## src/rtl/navegador_malha_if.sv

```systemverilog
// Mission bus between the grid navigator and its environment:
// start/abort, search request/result, motor step handshake and grid write port.
interface navegador_malha_if #(
  parameter int TamanhoMalha     = 8,
  parameter int tamanhoDistancia = 8
);
  localparam int EndW = $clog2(TamanhoMalha * TamanhoMalha);

  logic                        iniciar;
  logic                        abortar;
  logic [tamanhoDistancia-1:0] posicaoInicialX;
  logic [tamanhoDistancia-1:0] posicaoInicialY;
  logic [3:0]                  enableQuadrantes;
  logic [tamanhoDistancia-1:0] posicaoAtualnoEixoX;
  logic [tamanhoDistancia-1:0] posicaoAtualnoEixoY;
  logic [3:0]                  enable;
  logic                        novoDado;
  logic                        operacaoFinalizada;
  logic [tamanhoDistancia-1:0] destinoX;
  logic [tamanhoDistancia-1:0] destinoY;
  logic                        passoValido;
  logic [1:0]                  passoDirecao;
  logic                        passoConcluido;
  logic                        malhaWrEn;
  logic [EndW-1:0]             malhaWrEndereco;
  logic [1:0]                  malhaWrDado;
  logic                        ocupado;
  logic                        semAlvo;
  logic                        erroTimeout;

  modport master (
    input  iniciar, abortar, posicaoInicialX, posicaoInicialY, enableQuadrantes,
    input  operacaoFinalizada, destinoX, destinoY, passoConcluido,
    output posicaoAtualnoEixoX, posicaoAtualnoEixoY, enable, novoDado,
    output passoValido, passoDirecao, malhaWrEn, malhaWrEndereco, malhaWrDado,
    output ocupado, semAlvo, erroTimeout
  );

  modport slave (
    output iniciar, abortar, posicaoInicialX, posicaoInicialY, enableQuadrantes,
    output operacaoFinalizada, destinoX, destinoY, passoConcluido,
    input  posicaoAtualnoEixoX, posicaoAtualnoEixoY, enable, novoDado,
    input  passoValido, passoDirecao, malhaWrEn, malhaWrEndereco, malhaWrDado,
    input  ocupado, semAlvo, erroTimeout
  );
endinterface

```

## src/rtl/navegador_malha.sv

```systemverilog
// Mission sequencer: requests a nearest-target search, walks the robot there one
// cell per motor handshake, marks the cell visited and repeats until no target remains.
module navegador_malha #(
  parameter int TamanhoMalha     = 8,
  parameter int tamanhoDistancia = 8,
  parameter int timeoutBusca     = 4096
) (
  input  logic               clock,
  input  logic               reset,
  navegador_malha_if.master  bus
);
  localparam int EndW  = $clog2(TamanhoMalha * TamanhoMalha);
  localparam int ContW = $clog2(timeoutBusca + 1);
  localparam int LargW = 2 * tamanhoDistancia;

  localparam logic [tamanhoDistancia-1:0] LIMITE   = tamanhoDistancia'(TamanhoMalha);
  localparam logic [tamanhoDistancia-1:0] UM       = tamanhoDistancia'(1);
  localparam logic [LargW-1:0]            LARGURA  = LargW'(TamanhoMalha);
  localparam logic [ContW-1:0]            CONT_FIM = ContW'(timeoutBusca - 1);
  localparam logic [ContW-1:0]            CONT_UM  = ContW'(1);

  localparam logic [1:0] DIR_MAIS_X  = 2'b00;
  localparam logic [1:0] DIR_MENOS_X = 2'b01;
  localparam logic [1:0] DIR_MAIS_Y  = 2'b10;
  localparam logic [1:0] DIR_MENOS_Y = 2'b11;

  typedef enum logic [2:0] {
    OCIOSO       = 3'd0,
    DISPARO      = 3'd1,
    AGUARDA      = 3'd2,
    MOVE         = 3'd3,
    ESPERA_PASSO = 3'd4,
    MARCA        = 3'd5
  } estado_t;

  estado_t                     estado_q, estado_d;
  logic [tamanhoDistancia-1:0] pos_x_q, pos_x_d, pos_y_q, pos_y_d;
  logic [tamanhoDistancia-1:0] dest_x_q, dest_x_d, dest_y_q, dest_y_d;
  logic [3:0]                  enable_q, enable_d;
  logic                        fin_ant_q, fin_ant_d;
  logic [ContW-1:0]            cont_q, cont_d;
  logic                        novo_dado_q, novo_dado_d;
  logic                        passo_valido_q, passo_valido_d;
  logic [1:0]                  passo_dir_q, passo_dir_d;
  logic                        wr_en_q, wr_en_d;
  logic [EndW-1:0]             wr_end_q, wr_end_d;
  logic                        sem_alvo_q, sem_alvo_d;
  logic                        erro_timeout_q, erro_timeout_d;
  logic                        ocupado_q, ocupado_d;
  logic                        borda_s;
  logic                        sem_alvo_cond_s;
  logic [LargW-1:0]            end_completo_s;

  assign borda_s        = bus.operacaoFinalizada & ~fin_ant_q;
  assign end_completo_s = LargW'(pos_x_q) + (LargW'(pos_y_q) * LARGURA);
  assign sem_alvo_cond_s = (bus.destinoX >= LIMITE) || (bus.destinoY >= LIMITE) ||
                           ((bus.destinoX == pos_x_q) && (bus.destinoY == pos_y_q));

  // Next-state and next-output logic; abort overrides every transition.
  always_comb begin
    estado_d       = estado_q;
    pos_x_d        = pos_x_q;
    pos_y_d        = pos_y_q;
    dest_x_d       = dest_x_q;
    dest_y_d       = dest_y_q;
    enable_d       = enable_q;
    fin_ant_d      = bus.operacaoFinalizada;
    cont_d         = cont_q;
    novo_dado_d    = 1'b0;
    passo_valido_d = passo_valido_q;
    passo_dir_d    = passo_dir_q;
    wr_en_d        = 1'b0;
    wr_end_d       = wr_end_q;
    sem_alvo_d     = sem_alvo_q;
    erro_timeout_d = erro_timeout_q;

    if (bus.abortar) begin
      estado_d       = OCIOSO;
      passo_valido_d = 1'b0;
    end else begin
      case (estado_q)
        OCIOSO: begin
          if (bus.iniciar) begin
            pos_x_d        = bus.posicaoInicialX;
            pos_y_d        = bus.posicaoInicialY;
            enable_d       = bus.enableQuadrantes;
            sem_alvo_d     = 1'b0;
            erro_timeout_d = 1'b0;
            novo_dado_d    = 1'b1;
            estado_d       = DISPARO;
          end else begin
            estado_d = OCIOSO;
          end
        end
        DISPARO: begin
          cont_d   = '0;
          estado_d = AGUARDA;
        end
        AGUARDA: begin
          if (borda_s) begin
            dest_x_d = bus.destinoX;
            dest_y_d = bus.destinoY;
            if (sem_alvo_cond_s) begin
              sem_alvo_d = 1'b1;
              estado_d   = OCIOSO;
            end else begin
              estado_d = MOVE;
            end
          end else if (cont_q == CONT_FIM) begin
            erro_timeout_d = 1'b1;
            estado_d       = OCIOSO;
          end else begin
            cont_d = cont_q + CONT_UM;
          end
        end
        MOVE: begin
          // X is resolved fully before Y is touched.
          if (pos_x_q != dest_x_q) begin
            passo_dir_d    = (pos_x_q < dest_x_q) ? DIR_MAIS_X : DIR_MENOS_X;
            passo_valido_d = 1'b1;
            estado_d       = ESPERA_PASSO;
          end else if (pos_y_q != dest_y_q) begin
            passo_dir_d    = (pos_y_q < dest_y_q) ? DIR_MAIS_Y : DIR_MENOS_Y;
            passo_valido_d = 1'b1;
            estado_d       = ESPERA_PASSO;
          end else begin
            wr_en_d  = 1'b1;
            wr_end_d = end_completo_s[EndW-1:0];
            estado_d = MARCA;
          end
        end
        ESPERA_PASSO: begin
          if (bus.passoConcluido) begin
            case (passo_dir_q)
              DIR_MAIS_X:  pos_x_d = pos_x_q + UM;
              DIR_MENOS_X: pos_x_d = pos_x_q - UM;
              DIR_MAIS_Y:  pos_y_d = pos_y_q + UM;
              default:     pos_y_d = pos_y_q - UM;
            endcase
            passo_valido_d = 1'b0;
            estado_d       = MOVE;
          end else begin
            estado_d = ESPERA_PASSO;
          end
        end
        MARCA: begin
          novo_dado_d = 1'b1;
          estado_d    = DISPARO;
        end
        default: begin
          passo_valido_d = 1'b0;
          estado_d       = OCIOSO;
        end
      endcase
    end

    ocupado_d = (estado_d != OCIOSO);
  end

  // State and registered-output flops.
  always_ff @(posedge clock or posedge reset) begin
    if (reset) begin
      estado_q       <= OCIOSO;
      pos_x_q        <= '0;
      pos_y_q        <= '0;
      dest_x_q       <= '0;
      dest_y_q       <= '0;
      enable_q       <= 4'd0;
      fin_ant_q      <= 1'b0;
      cont_q         <= '0;
      novo_dado_q    <= 1'b0;
      passo_valido_q <= 1'b0;
      passo_dir_q    <= 2'b00;
      wr_en_q        <= 1'b0;
      wr_end_q       <= '0;
      sem_alvo_q     <= 1'b0;
      erro_timeout_q <= 1'b0;
      ocupado_q      <= 1'b0;
    end else begin
      estado_q       <= estado_d;
      pos_x_q        <= pos_x_d;
      pos_y_q        <= pos_y_d;
      dest_x_q       <= dest_x_d;
      dest_y_q       <= dest_y_d;
      enable_q       <= enable_d;
      fin_ant_q      <= fin_ant_d;
      cont_q         <= cont_d;
      novo_dado_q    <= novo_dado_d;
      passo_valido_q <= passo_valido_d;
      passo_dir_q    <= passo_dir_d;
      wr_en_q        <= wr_en_d;
      wr_end_q       <= wr_end_d;
      sem_alvo_q     <= sem_alvo_d;
      erro_timeout_q <= erro_timeout_d;
      ocupado_q      <= ocupado_d;
    end
  end

  assign bus.posicaoAtualnoEixoX = pos_x_q;
  assign bus.posicaoAtualnoEixoY = pos_y_q;
  assign bus.enable              = enable_q;
  assign bus.novoDado            = novo_dado_q;
  assign bus.passoValido         = passo_valido_q;
  assign bus.passoDirecao        = passo_dir_q;
  assign bus.malhaWrEn           = wr_en_q;
  assign bus.malhaWrEndereco     = wr_end_q;
  assign bus.malhaWrDado         = 2'b01;
  assign bus.ocupado             = ocupado_q;
  assign bus.semAlvo             = sem_alvo_q;
  assign bus.erroTimeout         = erro_timeout_q;
endmodule

```

## src/flat_wrapper.sv

```systemverilog
// flat-port wrapper written by rule: the top's interface ports become plain ports
module navegador_malha_flat 
#(
  parameter int TamanhoMalha     = 8,
  parameter int tamanhoDistancia = 8,
  parameter int timeoutBusca     = 4096
)
  (clock, reset, bus_iniciar, bus_abortar, bus_posicaoInicialX, bus_posicaoInicialY, bus_enableQuadrantes, bus_operacaoFinalizada, bus_destinoX, bus_destinoY, bus_passoConcluido, bus_posicaoAtualnoEixoX, bus_posicaoAtualnoEixoY, bus_enable, bus_novoDado, bus_passoValido, bus_passoDirecao, bus_malhaWrEn, bus_malhaWrEndereco, bus_malhaWrDado, bus_ocupado, bus_semAlvo, bus_erroTimeout);
  navegador_malha_if #(.TamanhoMalha(TamanhoMalha), .tamanhoDistancia(tamanhoDistancia)) bus_i ();
  input  logic clock;
  input  logic reset;
  input wire logic [$bits(bus_i.iniciar)-1:0] bus_iniciar;
  input wire logic [$bits(bus_i.abortar)-1:0] bus_abortar;
  input wire logic [$bits(bus_i.posicaoInicialX)-1:0] bus_posicaoInicialX;
  input wire logic [$bits(bus_i.posicaoInicialY)-1:0] bus_posicaoInicialY;
  input wire logic [$bits(bus_i.enableQuadrantes)-1:0] bus_enableQuadrantes;
  input wire logic [$bits(bus_i.operacaoFinalizada)-1:0] bus_operacaoFinalizada;
  input wire logic [$bits(bus_i.destinoX)-1:0] bus_destinoX;
  input wire logic [$bits(bus_i.destinoY)-1:0] bus_destinoY;
  input wire logic [$bits(bus_i.passoConcluido)-1:0] bus_passoConcluido;
  output wire logic [$bits(bus_i.posicaoAtualnoEixoX)-1:0] bus_posicaoAtualnoEixoX;
  output wire logic [$bits(bus_i.posicaoAtualnoEixoY)-1:0] bus_posicaoAtualnoEixoY;
  output wire logic [$bits(bus_i.enable)-1:0] bus_enable;
  output wire logic [$bits(bus_i.novoDado)-1:0] bus_novoDado;
  output wire logic [$bits(bus_i.passoValido)-1:0] bus_passoValido;
  output wire logic [$bits(bus_i.passoDirecao)-1:0] bus_passoDirecao;
  output wire logic [$bits(bus_i.malhaWrEn)-1:0] bus_malhaWrEn;
  output wire logic [$bits(bus_i.malhaWrEndereco)-1:0] bus_malhaWrEndereco;
  output wire logic [$bits(bus_i.malhaWrDado)-1:0] bus_malhaWrDado;
  output wire logic [$bits(bus_i.ocupado)-1:0] bus_ocupado;
  output wire logic [$bits(bus_i.semAlvo)-1:0] bus_semAlvo;
  output wire logic [$bits(bus_i.erroTimeout)-1:0] bus_erroTimeout;
  assign bus_i.iniciar = bus_iniciar;
  assign bus_i.abortar = bus_abortar;
  assign bus_i.posicaoInicialX = bus_posicaoInicialX;
  assign bus_i.posicaoInicialY = bus_posicaoInicialY;
  assign bus_i.enableQuadrantes = bus_enableQuadrantes;
  assign bus_i.operacaoFinalizada = bus_operacaoFinalizada;
  assign bus_i.destinoX = bus_destinoX;
  assign bus_i.destinoY = bus_destinoY;
  assign bus_i.passoConcluido = bus_passoConcluido;
  assign bus_posicaoAtualnoEixoX = bus_i.posicaoAtualnoEixoX;
  assign bus_posicaoAtualnoEixoY = bus_i.posicaoAtualnoEixoY;
  assign bus_enable = bus_i.enable;
  assign bus_novoDado = bus_i.novoDado;
  assign bus_passoValido = bus_i.passoValido;
  assign bus_passoDirecao = bus_i.passoDirecao;
  assign bus_malhaWrEn = bus_i.malhaWrEn;
  assign bus_malhaWrEndereco = bus_i.malhaWrEndereco;
  assign bus_malhaWrDado = bus_i.malhaWrDado;
  assign bus_ocupado = bus_i.ocupado;
  assign bus_semAlvo = bus_i.semAlvo;
  assign bus_erroTimeout = bus_i.erroTimeout;
  navegador_malha #(.TamanhoMalha(TamanhoMalha), .tamanhoDistancia(tamanhoDistancia), .timeoutBusca(timeoutBusca)) u_core (.clock(clock), .reset(reset), .bus(bus_i));
endmodule
```

## config.mk

```make
export PLATFORM = sky130hd
export DESIGN_NAME = navegador_malha_flat
export DESIGN_NICKNAME = d
export VERILOG_FILES = /design/src/rtl/navegador_malha_if.sv /design/src/rtl/navegador_malha.sv /design/src/flat_wrapper.sv
export SDC_FILE = /design/constraint.sdc
export NUM_CORES = 1
export LEC_CHECK = 0
export BUFFER_PORTS_ARGS = -buffer_cell sky130_fd_sc_hd__buf_4
export CORE_MARGIN = 5
export CORE_UTILIZATION = 39
export DETAILED_ROUTE_END_ITERATION = 16
export RECOVER_POWER = 100
export SLEW_MARGIN = 20
export SYNTH_ARGS = -nofsm -noshare
export SYNTH_HDL_FRONTEND = slang
export SYNTH_SLANG_ARGS = --single-unit
export TNS_END_PERCENT = 1
```

## constraint.sdc

```tcl
create_clock -name clock -period 3 [get_ports clock]
set_input_delay 0.45 -clock clock [delete_from_list [all_inputs] [get_ports clock]]
set_output_delay 0.45 -clock clock [all_outputs]
set_load 0.02 [all_outputs]
```

==> results.yml <==
status:
  status: "finished with violations"
  violations: "capacitance limit, slew limit"
synthesis:
  ys_async_sr_fraction: 1.00
  synth_edf_count: 0
  synthCells: 448
  yosys.cell_types.count: 49
  syn-num-nets: 523
  yosysWarnings: 0
  ys.flop_type: "dfrtp_1"
  synth-seq-area-share: 0.394
  syn_area_per_cell_sq_um: 9.50
  ys_seq_elements: 67
  netlist_area_sq_um: 4250
worst_hold_path:
  hold_class: "in2reg"
  hold_depth: 1
  min-delay-start: "bus_operacaoFinalizada"
  whs_endpoint: "u_core.fin_ant_q"
route:
  drt_iter0_drc: 159
  firstDrtPassIters: 4
  vias_per_cell: 5.31
  drtAntennaViolNets: 0
  wl_mm: 10.6
  wl_per_cell_um: 16.0
  num_vias: 3521
  drc: 0
clock_tree:
  cts_setup_buffers: 0
  ctsHoldBuffers: 0
  cts-buffers-inserted: 9
  ctsResizeCount: 0
  clkTransAtPathRegs_ps: 80
  cts_tree: "built"
  clock_latency_ps: 350
  clock-root-buffer: "clkbuf_8"
  htree_levels: 3
  clock-sinks: 67
  clk_path_buf_depth: 2
layout:
  area_growth_pct: 15.6
  drive_gt1_frac: 0.163
  diodes: 0
  num-fill-cells: 1094
  final_nets: 593
setup_path:
  reg2reg_depth: 5
  worstPathMaxFanout: 16
  r2r_end: "u_core.dest_y_q[3]"
  cp.arrival_ps: 2740
  cp-start-kind: "flop"
  endpoint_kind: "flop"
  timing.rr.start: "u_core.estado_q[2]"
  r2r_setup_slack_ps: 480
  critPathKind: "reg2reg"
  crit_required_ps: 3220
global_route:
  grt_max_degree: 68
  grt_pass1_vias: 3552
  grt_usage: 0.168
  grt_pass1_wl_mm: 17.6
  overflow: 0
  antenna_found_initial: 0
flow_run:
  max_cap_violations: 1
floorplan:
  die_h_um: 114
  io_pins: 78
  core_sq_um: 10700
  die_w_um: 114
  start_util: 0.396
  die-area_sq_um: 13100
  fp-row-count: 38
sta:
  setup_viol: 0
  period_share: 0.839
  timing.fmax_mhz: 397
  slew_viol_final: 68
  slew_headroom: -0.111
  skew_ps: 13.0
  worstMarginPinSlew_ps: 1670
  fin_tns_setup_ps: 0
  rsz0062_at_grt: "false"
  finalWorstPathRequiredPeriod_ps: 2520
  finalHoldViolations: 0
  holdWs_ps: 235
power:
  leakage_nw: 2.20
  power_w: 0.00313
  power_density_nw_per_um2: 636
  peakVddDrop_v: 0.000381
place:
  globalplace.congestion: 0.854
  dpl.hpwl_mm: 7.88
  port_buffers: 75
-- registers in the layout (all words and copies together) (netlist names), 2 cells and up --
name,flops
u_core.dest_x_q,8
u_core.bus.enable,4
u_core.dest_y_q,8
u_core.bus.posicaoAtualnoEixoY,8
u_core.cont_q,13
u_core.bus.malhaWrEndereco,6
u_core.bus.posicaoAtualnoEixoX,8
u_core.estado_q,3
u_core.bus.passoDirecao,2
-- layer usage --
metal / global-route usage / routed length [um] / vias to the layer above
met3: 0.0375 / 479 / 12
met1: 0.222 / 4870 / 1714
met5: 0 / 0 / -
met4: 0.0459 / 134 / 0
li1: - / - / 1726
met2: 0.278 / 5120 / 69
-- layout by cell type, fill, tap and decap left out, drive strengths merged, types with 2 or more instances in the layout --
master,count
clkbuf,48
o2111ai,5
buf,40
mux2i,6
and3,4
conb,2
a21oi,28
nor4,4
o22a,6
mux2,23
o31ai,8
and2,3
a31oi,5
o21ai,37
or3,4
xor2,5
nand4,10
a21o,7
o211ai,4
xnor2,24
nor3,10
dfrtp,67
nor2,23
nor2b,8
a211oi,3
nand2,40
nand2b,10
ha,30
clkinv,3
nand3,14
inv,30
fa,3
clkinvlp,2
-- cell families (layout without fill, tap and decap cells) --
group | Yosys count | after routing | synth area share
multiplexers | 29 | 29 | 0.0750
buffers and inverters | 48 | 123 | 0.0509
AND/OR/NAND/NOR | 133 | 133 | 0.160
AO/OA/AOI/OAI | 107 | 107 | 0.156
adder cells (fa/ha/maj) | 33 | 33 | 0.102
flip-flops | 67 | 67 | 0.394
XOR/XNOR | 29 | 29 | 0.0597
other | 2 | 2 | 0.00177
-- report_power, final --
part | switching [W] | internal (W) | leakage (nW)
clock | 0.000361 | 0.000296 | 0.0791
combinational | 0.000699 | 0.000560 | 1.25
sequential | 0.000169 | 0.00104 | 0.867
-- synth_stat cells, types with 2 or more instances --
| library cell | count | area, sq um |
|---|---|---|
| nand3_1 | 14 | 70.1 |
| nand2b_1 | 10 | 62.6 |
| ha_1 | 30 | 375 |
| nor4_1 | 4 | 25.0 |
| and3_1 | 4 | 25.0 |
| buf_2 | 5 | 25.0 |
| xor2_1 | 5 | 43.8 |
| nor3_2 | 2 | 20.0 |
| or3_1 | 3 | 18.8 |
| dfrtp_1 | 67 | 1680 |
| and2_1 | 3 | 18.8 |
| a21o_1 | 7 | 52.6 |
| fa_1 | 3 | 60.1 |
| nand2_1 | 38 | 143 |
| inv_1 | 30 | 113 |
| a21oi_1 | 28 | 140 |
| mux2i_1 | 6 | 60.1 |
| mux2_2 | 22 | 248 |
| o2111ai_1 | 5 | 43.8 |
| o21ai_0 | 20 | 100 |
| nand2_2 | 2 | 12.5 |
| a211oi_1 | 3 | 22.5 |
| buf_4 | 6 | 45.0 |
| nor2b_1 | 8 | 50.1 |
| o31ai_1 | 8 | 60.1 |
| a31oi_1 | 5 | 31.3 |
| o21ai_1 | 16 | 80.1 |
| o22a_1 | 6 | 52.6 |
| nor3_1 | 8 | 40.0 |
| nand4_1 | 9 | 56.3 |
| xnor2_1 | 24 | 210 |
| nor2_1 | 22 | 82.6 |
| clkbuf_1 | 5 | 18.8 |
| conb_1 | 2 | 7.51 |
| o211ai_1 | 4 | 30.0 |
-- how the worst max path moves through the flow --
stage	startpoint	end	slack [ps]	cells past startpoint
after floorplan	u_core.bus.passoDirecao[0]	u_core.bus.posicaoAtualnoEixoY[7]	830	8
after global placement	u_core.bus.posicaoAtualnoEixoX[0]	u_core.bus.malhaWrEndereco[2]	620	7
after detailed placement	u_core.bus.posicaoAtualnoEixoX[5]	u_core.bus.malhaWrEndereco[2]	600	6
after CTS	u_core.bus.posicaoAtualnoEixoX[5]	u_core.bus.malhaWrEndereco[2]	550	6
after global routing	u_core.estado_q[2]	u_core.dest_y_q[7]	240	5
final	u_core.estado_q[2]	u_core.dest_y_q[3]	480	5
-- worst max-delay path, stage by stage, from the launching register on --
cell and delay (ps):
dfrtp_1 520, nor2_1 410, nand2_2 230, nor2_1 260, nand2_1 510, mux2_2 460
-- layout make-up --
cell class                      count  area (sq um)  area share
Inverter                           30           113      0.0229
Multi-Input combinational cell    333          2350       0.477
Tap cell                          140           175      0.0356
Timing Repair Buffer               77           448      0.0910
Clock inverter                      5          30.0     0.00610
Sequential cell                    67          1680       0.341
Clock buffer                       11           131      0.0267
-- metrics by stage --
stage / instance area (sq um) / cells / worst slack (ps) / util
after floorplan: 4250 / 448 / 831 / -
after global placement: 4900 / 647 / 617 / 0.456
after detailed placement: 4900 / 647 / 600 / 0.456
after CTS: 5060 / 663 / 548 / 0.471
after global routing: 4920 / 663 / 235 / 0.458
final: 4920 / 663 / 482 / 0.458
Note: power is estimated with default switching activity, not from simulation.
